$ cat src/rtl/fifo_wr_arbiter_pkg.sv
// Shared types for the frame-level FIFO write-port arbiter.
// Imported by the arbiter top and its round-robin picker.
package fifo_wr_arbiter_pkg;

  typedef enum logic {
    IDLE = 1'b0,
    XFER = 1'b1
  } arb_state_e;

endpackage

$ cat src/rtl/fifo_wr_arbiter_rr_pick.sv
// Combinational round-robin picker (rr_pick): first requester
// found searching upward from last_grant+1, wrapping at NUM_REQ.
module fifo_wr_arbiter_rr_pick
  import fifo_wr_arbiter_pkg::*;
#(
  parameter int NUM_REQ = 4
) (
  input  logic [NUM_REQ-1:0]         req,
  input  logic [$clog2(NUM_REQ)-1:0] last_grant,
  output logic [$clog2(NUM_REQ)-1:0] winner,
  output logic                       found
);

  localparam int IW = $clog2(NUM_REQ);

  int          j;
  logic [IW-1:0] jj;

  always_comb begin
    winner = '0;
    found  = 1'b0;
    j      = 0;
    jj     = '0;
    for (int i = 1; i <= NUM_REQ; i++) begin
      j  = (int'(last_grant) + i) % NUM_REQ;
      jj = IW'(j);
      if (!found && req[jj]) begin
        found  = 1'b1;
        winner = jj;
      end
    end
  end

endmodule

$ cat src/rtl/fifo_wr_arbiter.sv
// Frame-level round-robin arbiter for a shared FIFO write port.
// A frame starts only with FRAME_MAX beats of free space.
module fifo_wr_arbiter
  import fifo_wr_arbiter_pkg::*;
#(
  parameter int NUM_REQ    = 4,
  parameter int DATA_WIDTH = 64,
  parameter int PTR_WIDTH  = 4,
  parameter int FRAME_MAX  = 8
) (
  input  logic                          CLK,
  input  logic                          RST,
  input  logic [NUM_REQ-1:0]            REQ_VALID,
  input  logic [NUM_REQ*DATA_WIDTH-1:0] REQ_DATA,
  input  logic [NUM_REQ-1:0]            REQ_LAST,
  output logic [NUM_REQ-1:0]            REQ_READY,
  output logic                          FIFO_WR_EN,
  output logic [DATA_WIDTH-1:0]         FIFO_WR_DATA,
  input  logic                          FIFO_WR_FULL,
  input  logic [PTR_WIDTH:0]            FIFO_WR_CNT,
  output logic [$clog2(NUM_REQ)-1:0]    GRANT_ID,
  output logic                          BUSY,
  output logic                          OVERSIZE
);

  localparam int GW = $clog2(NUM_REQ);
  localparam int CW = $clog2(FRAME_MAX + 1);
  localparam logic [PTR_WIDTH:0] CAP =
    {1'b1, {PTR_WIDTH{1'b0}}};
  localparam logic [PTR_WIDTH:0] FM_SPACE =
    FRAME_MAX[PTR_WIDTH:0];
  localparam logic [CW-1:0] CNT_MAX = FRAME_MAX[CW-1:0];

  arb_state_e    state_q, state_d;
  logic [GW-1:0] grant_q, grant_d;
  logic [GW-1:0] last_q, last_d;
  logic [GW-1:0] pick_id;
  logic [CW-1:0] cnt_q, cnt_d;
  logic          pick_found;
  logic          space_ok;
  logic          beat_last;
  logic [PTR_WIDTH:0] free;

  // Count is pessimistic (read-side sync lag); used as-is.
  assign free     = CAP - FIFO_WR_CNT;
  assign space_ok = free >= FM_SPACE;

  fifo_wr_arbiter_rr_pick #(
    .NUM_REQ(NUM_REQ)
  ) u_rr_pick (
    .req       (REQ_VALID),
    .last_grant(last_q),
    .winner    (pick_id),
    .found     (pick_found)
  );

  assign beat_last    = REQ_LAST[grant_q];
  assign FIFO_WR_DATA =
    REQ_DATA[grant_q*DATA_WIDTH +: DATA_WIDTH];
  assign GRANT_ID     = grant_q;
  assign BUSY         = (state_q == XFER);

  always_comb begin
    state_d    = state_q;
    grant_d    = grant_q;
    last_d     = last_q;
    cnt_d      = cnt_q;
    REQ_READY  = '0;
    FIFO_WR_EN = 1'b0;
    OVERSIZE   = 1'b0;
    unique case (state_q)
      IDLE: begin
        if (pick_found && space_ok) begin
          grant_d = pick_id;
          cnt_d   = '0;
          state_d = XFER;
        end
      end
      XFER: begin
        REQ_READY[grant_q] = ~FIFO_WR_FULL;
        FIFO_WR_EN = REQ_VALID[grant_q] & ~FIFO_WR_FULL;
        if (FIFO_WR_EN) begin
          if (cnt_q != CNT_MAX) cnt_d = cnt_q + 1'b1;
          OVERSIZE = (cnt_q == CNT_MAX - 1'b1) && !beat_last;
          if (beat_last) begin
            state_d = IDLE;
            last_d  = grant_q;
          end
        end
      end
      default: state_d = IDLE;
    endcase
  end

  // last_grant starts at the top index so requester 0 wins first.
  always_ff @(posedge CLK or posedge RST) begin
    if (RST) begin
      state_q <= IDLE;
      grant_q <= '0;
      last_q  <= GW'(NUM_REQ - 1);
      cnt_q   <= '0;
    end else begin
      state_q <= state_d;
      grant_q <= grant_d;
      last_q  <= last_d;
      cnt_q   <= cnt_d;
    end
  end

endmodule

$ cat config.mk
export PLATFORM = sky130hd
export DESIGN_NAME = fifo_wr_arbiter
export DESIGN_NICKNAME = d
export VERILOG_FILES = /design/src/rtl/fifo_wr_arbiter_pkg.sv /design/src/rtl/fifo_wr_arbiter_rr_pick.sv /design/src/rtl/fifo_wr_arbiter.sv
export SDC_FILE = /design/constraint.sdc
export NUM_CORES = 1
export LEC_CHECK = 0
export CORE_AREA = 2 2 135 137
export CTS_CLUSTER_DIAMETER = 50
export DETAILED_ROUTE_END_ITERATION = 6
export DIE_AREA = 0 0 137 139
export GPL_TIMING_DRIVEN = 0
export PLACE_DENSITY_LB_ADDON = 0.15
export RECOVER_POWER = 100
export SLEW_MARGIN = 20
export SYNTH_ARGS = -nofsm -noshare
export SYNTH_HDL_FRONTEND = slang
export SYNTH_SLANG_ARGS = --single-unit
$ cat constraint.sdc
create_clock -name CLK -period 2.2 [get_ports CLK]
set_clock_uncertainty 0.05 [all_clocks]
set_input_delay 0.44 -clock CLK [delete_from_list [all_inputs] [get_ports CLK]]
set_output_delay 0.44 -clock CLK [all_outputs]
set_load 0.005 [all_outputs]
== Word level (Yosys, flattened, before mapping) ==
Index checks and enable logic that the tools add are counted.
W data, S select, Z words.
Cells by class
  add/sub/neg operators: 6
  multiply operators: 0
  div/mod/pow operators: 0
  $lt $le $gt $ge: 7
  equality and inequality tests: 5
  shift operators: 1
  multiplexer cells: 34
  bitwise gates (word level): 4
  reduce and logical (&&, ||, !) cells: 13
Operators with widths (number)
  $shiftx A256 B9 Y64: 1
  $mux W1: 17
  $mux W4: 4
  $lt A2 B3 Y1 const B: 5
  $bmux W1 S2: 6
  $mux W2: 4
  $pmux W4 S2: 1
  $logic_and A1 B1 Y1: 6
  $reduce_and A3 Y1: 2
  $ge A5 B4 Y1 const B: 1
  $sub A5 B5 Y5 const A: 1
  $add A2 B1 Y2 const B: 2
  $add A2 B2 Y2 const B: 2
  $add A4 B1 Y4 const B: 1
  $and A4 B4 Y4: 1
  $eq A4 B3 Y1 const B: 1
  $logic_not A1 Y1: 4
  $ne A2 B1 Y1 const B: 2
  $ne A4 B4 Y1 const B: 1
  $demux W1 S2: 1
  $ge A2 B1 Y1 const B: 1
  $ne A2 B2 Y1 const B: 1
  $not A1 Y1: 2
  $pmux W1 S2: 1
  other kinds (2): 2
Word-level totals
  register bits: 9
  bits in latches: 0
  bits in writable memories: 0
  memory bits (read-only): 0
  output and inout bits: 73
  memories kept: 0

== Logic depth before layout (Yosys ltp) ==
Gate-level depths: netlist of run 1.
  depth after elaboration: 16
  mapped depth: 6
  depth with buffers taken out: 6

== Hierarchy ==
A second synthesis of run 1 with hierarchy kept.
Unflattened totals
  cells, all modules: 146
  area, all modules: 2173.3 um2
Modules (own cells, without submodules)
  fifo_wr_arbiter: instances 1, cells each 132, area an instance 2082.0 um2, seq. area each 227.7 um2
  fifo_wr_arbiter_rr_pick: instances 1, cells each 14, area an instance 91.3 um2, seq. area each 0.0 um2

== Worst setup path before layout of run 1 ==
Ideal clock, no wire load.
  kind: register to output
  start point: register grant_q[0] (netlist: GRANT_ID[0])
  end point: output FIFO_WR_DATA[0]
  arrival: 1494 ps
  data required time: 1710 ps
  path slack: 216 ps
  stages on the path, launching flop included: 5
  path buffers: 3
  cell sequence: dfrtp_1 > buf_6 > buf_4 > buf_2 > mux4_2
On the way
  cells in the longest elaborated chain, start to end: 1
RTL lines
  from (decl): line fifo_wr_arbiter.sv:35  | logic [GW-1:0] grant_q, grant_d;
  from (signal assigned): line fifo_wr_arbiter.sv:104  | grant_q <= grant_d;
  $shiftx A256 B9 Y64: line fifo_wr_arbiter.sv:59  | REQ_DATA[grant_q*DATA_WIDTH +: DATA_WIDTH];
  to (decl): line fifo_wr_arbiter.sv:18  | output logic [DATA_WIDTH-1:0] FIFO_WR_DATA,
Every way passes these cells.

== Worst setup path after layout of run 1 ==
  start point: register grant_q[0] (netlist: GRANT_ID[0])
  end point: output FIFO_WR_DATA[51]
The elaborated chain is that of the path after synthesis.

==> results of run 1 <==
## kinds of logic after synthesis
kind of cell,synth area share [%]
AND/OR/NAND/NOR,6.84
adder cells (fa/ha/maj),1.14
multiplexers,71.4
flip-flops,10.4
AO/OA/AOI/OAI,4.96
buffers and inverters,5.30
## repair_timing
| action | in CTS | in global routing |
|---|---|---|
| gates cloned | 2 | 0 |
| endpoints found under the setup margin | 70 | 59 |
| buffers inserted | 48 | 9 |
| gates resized for setup | 324 | 49 |
| pin swaps | 4 | 1 |
## path summary, 6_finish.rpt
kind / start / to / cells past startpoint / slack (ns)
max in group asynchronous: RST / last_q[0] / 2 / 1.23
worst max-delay path: GRANT_ID[0] / FIFO_WR_DATA[51] / 6 / -0.09
worst max register to register: GRANT_ID[0] / cnt_q[1] / 8 / 0.12
min in group asynchronous: RST / GRANT_ID[0] / 2 / 0.56
worst min register to register: cnt_q[0] / cnt_q[0] / 1 / 0.50
worst min-delay path: cnt_q[0] / cnt_q[0] / 1 / 0.50
## power by group through the flow
| stage | clock network [mW] | registers, mW | logic [mW] |
|---|---|---|---|
| floorplan | 0 | 0.330 | 2.26 |
| global placement | 0 | 0.353 | 4.65 |
| detailed placement | 0 | 0.355 | 4.68 |
| CTS | 0.325 | 0.361 | 5.59 |
| global route | 0.340 | 0.377 | 6.26 |
| finish | 0.321 | 0.363 | 5.83 |
## worst max-delay path, cell delays in order (launching register included)
cell	delay, ns
dfrtp_1	0.39
buf_12	0.14
buf_12	0.14
buf_12	0.13
buf_6	0.09
mux4_2	0.53
buf_6	0.14
## sequential cells by signal, summed over array words and instances, names as in the netlist
| signal | flops |
|---|---|
| cnt_q | 4 |
| BUSY | 1 |
| GRANT_ID | 2 |
| last_q | 2 |
## cells in the final DEF (no fill, tap or decap), types with 3 or more instances in the layout
master           netlist  layout
mux4_2                65      65
a21oi_1                3       3
mux2i_1                5       5
clkdlybuf4s50_1        0     270
clkbuf_2               0      15
nand2b_1               5       5
inv_1                  7       7
buf_12                 0      17
clkbuf_16              0       3
buf_6                  1      47
nor2_1                 7       7
buf_2                  8      31
buf_4                  1      22
dlygate4sd3_1          0       4
buf_8                  0       3
dfrtp_1                7       7
## final cells by class
type                            count  area share, %
Buffer                             16           3.70
Clock buffer                        3           1.13
Clock inverter                      1         0.0755
Inverter                            8          0.528
Multi-Input combinational cell    115           28.1
Sequential cell                     9           3.43
Tap cell                          229           4.32
Timing Repair Buffer              399           58.7
## layer usage
layer,track usage (%),up-vias,share of wire [%]
met3,3.03,6,7.4
li1,-,1472,-
met2,29.5,148,53
met1,19.0,1612,39
met4,1.25,0,0.40
met5,0,-,0
==> key figures, run 1 <==
Run status
  • Outcome: complete, but fails checks
  • Violated checks: setup timing

Pwr
  • Clock group share of total power: 4.9%
  • Reg power frac: 5.6%
  • Power Density: 982 nW/um^2
  • P_sw: roughly 2.2 mW
  • Switching part of the total: around a third
  • Pleak: about 2.6 nW
  • Tot Pwr: between 6 and 7 mW
  • Internal: 4.34 mW
  • Peak VDD IR: about 0.00048 V
  • Gate power share: between 80% and 90%

Die
  • Row count: 49
  • IO Pins: 345
  • Die Y: 139 um
  • Initial Util: roughly 12%
  • Core area: 17700 um^2
  • Die Wd: about 140 um
  • Die area: ~19000 um^2

CTS
  • CTS root buffer: clkbuf_16
  • Number of CTS-inserted buffers: 3
  • CTS tree: built
  • Clock Sinks: 9
  • Hold_buf cts: 0
  • Clock Latency Late Sink: 0.23 ns
  • Reg clk slew, reported paths: roughly 0.040 ns
  • Clk buf depth: 2
  • H-tree levels: 1

STA
  • Final period util: 104%
  • RSZ-0062 raised after global routing: true
  • Max Clock Freq: between 400 and 500 MHz
  • Min Hold Slack: 0.496 ns
  • Crit path time final: 2.29 ns
  • Setup ws final: -0.0909 ns
  • Setup TNS: -2.14 ns
  • Final setup fails: 49
  • Slew Viols, Final: 0
  • Hold Vio Cnt, Final: 0
  • Worst-Margin Slew: 0.424 ns
  • Slew margin rel.: a little under three quarters

Drt
  • Routed Antenna Nets: 0
  • Via count: approximately 3200
  • Starting DRT DRC Count: ~130
  • Vias per cell: between 4 and 5
  • Routed length per instance: 20.3 um
  • Final WL: between 15 and 20 mm
  • First-pass iteration count of the detailed router: 4
  • DRC violations left: 0

Synthesis
  • FFs w/ async S/R, synth: between 90% and 100%
  • Most instantiated cells after synthesis: 65 x mux4_2, 8 x buf_2, 7 x dfrtp_1, 7 x inv_1, 7 x nor2_1
  • Post-Syn Instances: 148
  • Most common flop cell mapped by yosys: dfrtp_1
  • Leading area contributor after synthesis: mux4_2
  • Seq/Total Area, Yosys: 10.4%
  • Number of flops mapped to enable cells by yosys: 0
  • Number of synthesized register bits: 9
  • Top area cells in the synthesized netlist: mux4_2 67%, dfrtp_1 8.0%, dfstp_2 2.4%
  • YS warnings: 0
  • Mapped Area: 2190 um^2
  • Top cell type's share of synthesized area: between 60 and 70%
  • Average size of a mapped cell: approximately 15 um^2
  • Most frequent cell after synthesis: mux4_2
  • Synth unique cells: 38
  • Mapped Nets: between 400 and 500

Critical path
  • Startpoint Class: flop
  • CP endpoint kind: output pin
  • Worst EP arrival: 1.80 ns
  • Worst Path Required: 1.71 ns
  • Crit path kind: reg2out
  • Critical Path Fanout Max: 8

Finish
  • Register Area: around 230 um^2
  • Filler cells: about 1800
  • Finished Layout Cells: approximately 800
  • Area occupied by multi-input gates: roughly 1900 um^2
  • Final core utilization: 37.6%
  • Layout cells sized above 1: 40.5%
  • Post-layout nets: slightly above 800
  • Layout area overhead: 202%
  • Design area: 6630 um^2
  • ANT cells: 0

Global route
  • Global-route wire length before repair: between 20 and 25 mm
  • Largest net degree at the start of global routing: 11
  • Global Route Usage Sum: ~16%
  • Initial antenna violation count: 0
  • Vias in the first global route: approximately 3600
  • Grt ovf: 0

Placement
  • Dpl cell area: roughly 5900 um^2
  • Detailed placement HPWL: around 13 mm
  • Routability congestion estimate: approximately 0.9
  • Post-Place Worst Slack: -0.960 ns
  • DP Cell Count: 721
  • Port buffer count: roughly 340

Min path
  • HP Class: reg2reg

Flow run
  • MaxCap Viol Count: 0
Power figures use the tool's default switching activity.
==> run 2: changes to the inputs <==
==> constraint.sdc (replaced) <==
create_clock -name CLK -period 2.2 [get_ports CLK]
set_clock_uncertainty 0.05 [all_clocks]
set_input_delay 0.33 -clock CLK [delete_from_list [all_inputs] [get_ports CLK]]
set_output_delay 0.33 -clock CLK [all_outputs]
set_load 0.005 [all_outputs]
==> key figures, run 2 (synthesized netlist as in run 1, its figures left out) <==
STA
  • RSZ-0062 raised after global routing: true
  • Max Clock Freq: 440 MHz (+0.73%)
  • Hold Vio Cnt, Final: 0 (unchanged)
  • Slew Viols, Final: 0 (unchanged)
  • Min Hold Slack: 0.451 ns (-0.0458 ns)
  • Worst-Margin Slew: 0.576 ns (+0.152 ns)
  • Final setup fails: 9 (-82%)
  • Slew margin rel.: 61.3% (-10 points)
  • Final period util: 103% (-0.75 points)
  • Crit path time final: 2.27 ns (-0.0166 ns)
  • Setup ws final: -0.0743 ns (+0.0166 ns)

Critical path
  • Startpoint Class: flop
  • Crit path kind: reg2out
  • Worst setup startpoint: GRANT_ID[0]
  • R2R setup slack: 0.34 ns (+0.22 ns)
  • RR Startpoint: GRANT_ID[0]
  • Cell count of the worst reg-to-reg path: 6 (-2)
  • R2r endpoint: last_q[0]
  • Crit path to: FIFO_WR_DATA[59]
  • Critical Path Fanout Max: 8 (unchanged)
  • Worst EP arrival: 1.89 ns (+0.09 ns)
  • CP endpoint kind: output pin
  • Worst Path Required: 1.82 ns (+0.11 ns)

CTS
  • CTS tree: built
  • CTS root buffer: clkbuf_16
  • Clk buf depth: 2 (unchanged)
  • Reg clk slew, reported paths: 0.04 ns (about the same)
  • Clock Latency Late Sink: 0.23 ns (about the same)
  • Clock Sinks: 9 (unchanged)
  • H-tree levels: 1 (unchanged)
  • Number of CTS-inserted buffers: 3 (unchanged)

Pwr
  • Peak VDD IR: 0.000482 V (-0.51%)
  • Pleak: 2.69 nW (+2.2%)
  • Power Density: 949 nW/um^2 (-3.4%)

Drt
  • Routed Antenna Nets: 0 (unchanged)
  • Final WL: 15.7 mm (-0.96%)
  • Starting DRT DRC Count: 107 (-20%)
  • Via count: 3235 (-0.093%)
  • Vias per cell: 4.16 (+0.29%)
  • DRC violations left: 0 (unchanged)
  • First-pass iteration count of the detailed router: 4 (unchanged)
  • Routed length per instance: 20.2 um (-0.58%)

Finish
  • Post-layout nets: 823 (-0.36%)
  • Final core utilization: 37.1% (-0.43 points)
  • ANT cells: 0 (unchanged)
  • Most common cell after layout, fill and taps aside: clkdlybuf4s50_1
  • Layout area overhead: 199%
  • Biggest register: cnt_q
  • Layout cells sized above 1: 36.7% (-3.8 points)
  • Max reg flops: 4 (unchanged)
  • Finished Layout Cells: 777 (-0.38%)
  • Most frequent cells in the layout: 270 x clkdlybuf4s50_1, 65 x mux4_2, 35 x buf_4

Die
  • Row count: 49 (unchanged)
  • Die area: 19000 um^2 (unchanged)
  • IO Pins: 345 (unchanged)
  • Die Wd: 137 um (unchanged)
  • Die Y: 139 um (unchanged)
  • Initial Util: 12.4% (unchanged)
  • Core area: 17700 um^2 (unchanged)

Global route
  • Global Route Usage Sum: 15.4% (-0.29 points)
  • Global-route wire length before repair: 22.4 mm (-2.0%)
  • Vias in the first global route: 3490 (-3.0%)
  • Grt ovf: 0 (unchanged)
  • Initial antenna violation count: 0 (unchanged)
  • Largest net degree at the start of global routing: 11 (unchanged)

Placement
  • Port buffer count: 344 (unchanged)
  • DP Cell Count: 721 (unchanged)
  • Detailed placement HPWL: 13.3 mm (unchanged)
  • Routability congestion estimate: 0.888 (unchanged)
  • Post-Place Worst Slack: -0.850 ns (+0.110 ns)

Min path
  • HP Class: in2async

Run status
  • Outcome: complete, but fails checks
  • Violated checks: setup timing

Flow run
  • MaxCap Viol Count: 0 (unchanged)
run 2: cell count changes in the layout (fill, tap and decap cells not counted), moves of 2 or more:
| cell | previous run | this run |
|---|---|---|
| buf_6 | 47 | 19 |
| buf_4 | 22 | 35 |
| dlymetal6s2s_1 | 0 | 13 |
| buf_2 | 31 | 23 |
| clkbuf_2 | 15 | 18 |
| clkdlybuf4s15_1 | 0 | 3 |
| dlygate4sd2_1 | 2 | 4 |
run 2: worst max-delay path: stages, from the launching register on:
cell and delay, ns:
dfrtp_1 0.38, buf_8 0.16, buf_12 0.14, buf_12 0.10, buf_12 0.11, buf_12 0.11, mux4_2 0.51, buf_6 0.14
run 2: cell type report:
cell class / count / area [um^2]
well taps: 229 / 287
multi-input cells: 115 / 1860
repair buffers: 396 / 3820
inverters: 8 / 35.0
clock inverters: 1 / 5.00
clock buffers: 3 / 75.1
plain buffers: 16 / 243
fillers: 1779 / 11100
flip-flops and latches: 9 / 228
run 2: repair_timing:
| action | 4_1_cts | 5_1_grt |
|---|---|---|
| gates cloned | 1 | 0 |
| resized for setup | 202 | 77 |
| setup endpoints to repair | 70 | 65 |
| pin swaps | 2 | 3 |
| hold buffers | 0 | 0 |
| setup buffers | 33 | 19 |
run 2: layer usage:
metal / part of all wire (%) / track usage [%]
met5: 0 / 0
met1: 39 / 18.7
met2: 53 / 29.1
met3: 7.6 / 2.92
met4: 0.13 / 0.977
run 2: per-stage QoR:
stage | power, mW | cell area, um^2 | setup TNS, ns
6_report | 6.22 | 6560 | -0.457
5_1_grt | 6.67 | 6560 | -1.60
4_1_cts | 5.97 | 6340 | -3.69
3_5_place_dp | 5.03 | 5920 | -27.88
3_3_place_gp | 5.00 | 5920 | -27.61
2_1_floorplan | 2.58 | 2190 | 0
run 2: worst min path at each step:
stage	end	depth (start not counted)	slack (ns)	start
after floorplan	BUSY	1	0.11	RST
after detailed placement	cnt_q[0]	1	0.50	cnt_q[0]
final	cnt_q[3]	2	0.45	RST
after global placement	cnt_q[0]	1	0.47	cnt_q[0]
after CTS	GRANT_ID[0]	2	0.32	RST
after global routing	GRANT_ID[0]	2	0.47	RST
run 2: power breakdown:
part | leakage [nW] | switching (mW) | internal, mW
combinational | 2.55 | 1.91 | 3.63
clock | 0.0409 | 0.0821 | 0.240
sequential | 0.0975 | 0.103 | 0.259
==> run 3: changes to the inputs <==
--- a/config.mk
+++ b/config.mk
@@ -5,14 +5,15 @@
 export SDC_FILE = /design/constraint.sdc
 export NUM_CORES = 1
 export LEC_CHECK = 0
-export CORE_AREA = 2 2 135 137
-export CTS_CLUSTER_DIAMETER = 50
+export CORE_AREA = 2 2 134 136
 export DETAILED_ROUTE_END_ITERATION = 6
-export DIE_AREA = 0 0 137 139
+export DIE_AREA = 0 0 136 138
+export GPL_ROUTABILITY_DRIVEN = 0
 export GPL_TIMING_DRIVEN = 0
 export PLACE_DENSITY_LB_ADDON = 0.15
 export RECOVER_POWER = 100
 export SLEW_MARGIN = 20
 export SYNTH_ARGS = -nofsm -noshare
 export SYNTH_HDL_FRONTEND = slang
+export SYNTH_HIERARCHICAL = 1
 export SYNTH_SLANG_ARGS = --single-unit
==> key figures, run 3 <==
Critical path
  • Critical Path Fanout Max: 5 (-3)
  • CP endpoint kind: output pin
  • CP cell instances: buf_12 -> mux4_2 -> and2_4 -> nor4b_2 -> buf_2
  • Worst Path Required: 1.82 ns (about the same)
  • Worst path slowest cell: mux4_2
  • Crit path kind: reg2out
  • CP Buf/Inv Count: 2 (-4)
  • Startpoint Class: flop
  • Max stage delay on crit path: 0.53 ns (+0.02 ns)
  • Cell family with most CP delay: multiplexers
  • Worst EP arrival: 1.78 ns (-0.11 ns)

CTS
  • Hold_buf cts: 0 (unchanged)
  • Reg clk slew, reported paths: 0.04 ns (about the same)
  • Clock Latency Late Sink: 0.24 ns (about the same)
  • CTS root buffer: clkbuf_16
  • Clk buf depth: 2 (unchanged)
  • Number of CTS-inserted buffers: 3 (unchanged)
  • H-tree levels: 1 (unchanged)
  • Clock Sinks: 9 (unchanged)
  • CTS tree: built

Global route
  • Largest net degree at the start of global routing: 11 (unchanged)
  • Vias in the first global route: 3403 (-2.5%)
  • Initial antenna violation count: 3 (+3)
  • Global-route wire length before repair: 22.0 mm (-2.2%)
  • Grt ovf: 0 (unchanged)
  • Global Route Usage Sum: 15.5% (+0.13 points)

Drt
  • Vias per cell: 4.06 (-2.4%)
  • Starting DRT DRC Count: 59 (-45%)
  • Routed Antenna Nets: 0 (unchanged)
  • Highest routed metal layer: met4
  • First-pass iteration count of the detailed router: 4 (unchanged)
  • Routed length per instance: 20.2 um (about the same)
  • WL met1: 5.49 mm (-10%)
  • Via count: 3016 (-6.8%)
  • DRC violations left: 0 (unchanged)
  • Final WL: 15.0 mm (-4.4%)
  • Met2 Routed Length: 8.19 mm (-2.3%)
  • DR WL met3: 1.20 mm (+1.0%)

Synthesis
  • Most common flop cell mapped by yosys: dfrtp_1
  • YS warnings: 6 (+6)
  • Mapped Area: 2170 um^2 (-0.97%)
  • Leading area contributor after synthesis: mux4_2
  • Most frequent cell after synthesis: mux4_2
  • Average size of a mapped cell: 14.9 um^2 (+0.39%)
  • Post-Syn Instances: 146 (-1.4%)
  • Seq/Total Area, Yosys: 10.5% (+0.10 points)
  • Number of flops mapped to enable cells by yosys: 0 (unchanged)
  • Most instantiated cells after synthesis: 66 x mux4_2, 8 x buf_2, 7 x dfrtp_1, 7 x nor2_1
  • Mapped Nets: 420 (-0.47%)
  • FFs w/ async S/R, synth: 100% (unchanged)
  • Top cell type's share of synthesized area: 68.4% (+1.7 points)
  • Number of synthesized register bits: 9 (unchanged)
  • Synth unique cells: 35 (-7.9%)
  • Top area cells in the synthesized netlist: mux4_2 68%, dfrtp_1 8.1%, dfstp_2 2.4%

Finish
  • Layout area overhead: 181%
  • Layout cells sized above 1: 23.9% (-13 points)
  • Biggest register: cnt_q
  • Most common cell after layout, fill and taps aside: clkdlybuf4s50_1
  • Design area: 6100 um^2 (-6.9%)
  • Finished Layout Cells: 742 (-4.5%)
  • Final core utilization: 34.8% (-2.3 points)
  • Post-layout nets: 785 (-4.6%)
  • Most frequent cells in the layout: 269 x clkdlybuf4s50_1, 66 x mux4_2, 33 x dlygate4sd2_1
  • Max reg flops: 4 (unchanged)

Die
  • Die area: 18800 um^2 (-1.4%)
  • Core area: 17500 um^2 (-0.69%)
  • Die Wd: 136 um (-0.73%)
  • Die Y: 138 um (-0.72%)
  • IO Pins: 345 (unchanged)
  • Initial Util: 12.4% (-0.034 points)
  • Row count: 49 (unchanged)

STA
  • RSZ-0062 raised after global routing: true
  • Min Hold Slack: 0.467 ns (+0.0168 ns)
  • Slew margin rel.: 71.9% (+11 points)
  • Max Clock Freq: 462 MHz (+5.1%)
  • Final setup fails: 0 (-9)
  • Slew Viols, Final: 0 (unchanged)
  • Hold Vio Cnt, Final: 0 (unchanged)
  • Setup ws final: 0.0360 ns (+0.110 ns)
  • Crit path time final: 2.16 ns (-0.110 ns)
  • Final period util: 98.4% (-5.0 points)
  • Worst-Margin Slew: 0.420 ns (-0.156 ns)
  • Setup TNS: 0 ns (+0.457 ns)

Run status
  • Outcome: completed

Placement
  • Port buffer count: 344 (unchanged)
  • Dpl cell area: 5900 um^2 (-0.36%)
  • DP Cell Count: 719 (-0.28%)
  • Post-Place Worst Slack: -0.362 ns (+0.488 ns)
  • Detailed placement HPWL: 12.9 mm (-2.4%)

Flow run
  • MaxCap Viol Count: 0 (unchanged)

Min path
  • HP Class: in2async

Pwr
  • Tot Pwr: 5.10 mW (-18%)
  • Power Density: 835 nW/um^2 (-12%)
  • Pleak: 2.33 nW (-13%)
  • Peak VDD IR: 0.000492 V (+2.0%)
## run 3: cell type report
cell class                 count  area [um^2]
timing repair buffer         360         3420
inverter                       5         18.8
tap                          229          287
sequential                     9          229
multi-input combinational    116         1850
antenna                        3         7.51
fill                        1788        11400
clock buffer                   4         78.8
buffer                        16          214
## run 3: path summary, 6_finish.rpt
| check | slack (ns) | cells after the start | start | end |
|---|---|---|---|---|
| min in group CLK | 0.49 | 1 | BUSY | BUSY |
| hold / removal | 0.47 | 2 | RST | cnt_q[3] |
| max in group asynchronous | 1.32 | 2 | RST | last_q[1] |
| setup / recovery | 0.04 | 5 | GRANT_ID[0] | OVERSIZE |
| setup reg to reg | 0.28 | 6 | GRANT_ID[0] | cnt_q[1] |
| hold reg to reg | 0.49 | 1 | BUSY | BUSY |
## run 3: what timing repair did
item | in CTS | in global routing
resized for setup | 191 | 19
setup buffers | 16 | 2
gates cloned | 1 | 0
pin swaps | 1 | 1
setup endpoints to repair | 70 | 37
## run 3: metal layers
metal | global-route usage [%] | up-vias
met2 | 29.6 | 140
li1 | - | 1386
met3 | 3.30 | 7
met5 | 0 | -
met4 | 3.34 | 0
met1 | 17.4 | 1483
## run 3: kinds of logic (layout without fill, tap and decap cells)
kind of cell / Yosys count / after routing / synth area share [%]
fa+ha+maj: 2 / 2 / 1.15
compound gates: 8 / 8 / 2.99
mux: 73 / 73 / 71.8
flops: 9 / 9 / 10.5
simple gates: 31 / 31 / 8.29
other cells: 0 / 3 / 0
xor+xnor: 2 / 2 / 0.806
buf+inv: 21 / 385 / 4.43
## run 3: power breakdown
| group | leakage (nW) | total, mW | switching [mW] | internal, mW |
|---|---|---|---|---|
| Sequential | 0.105 | 0.341 | 0.0827 | 0.258 |
| Clock | 0.0382 | 0.328 | 0.0848 | 0.243 |
| Combinational | 2.18 | 4.43 | 1.64 | 2.79 |
| Total | 2.33 | 5.10 | 1.81 | 3.29 |
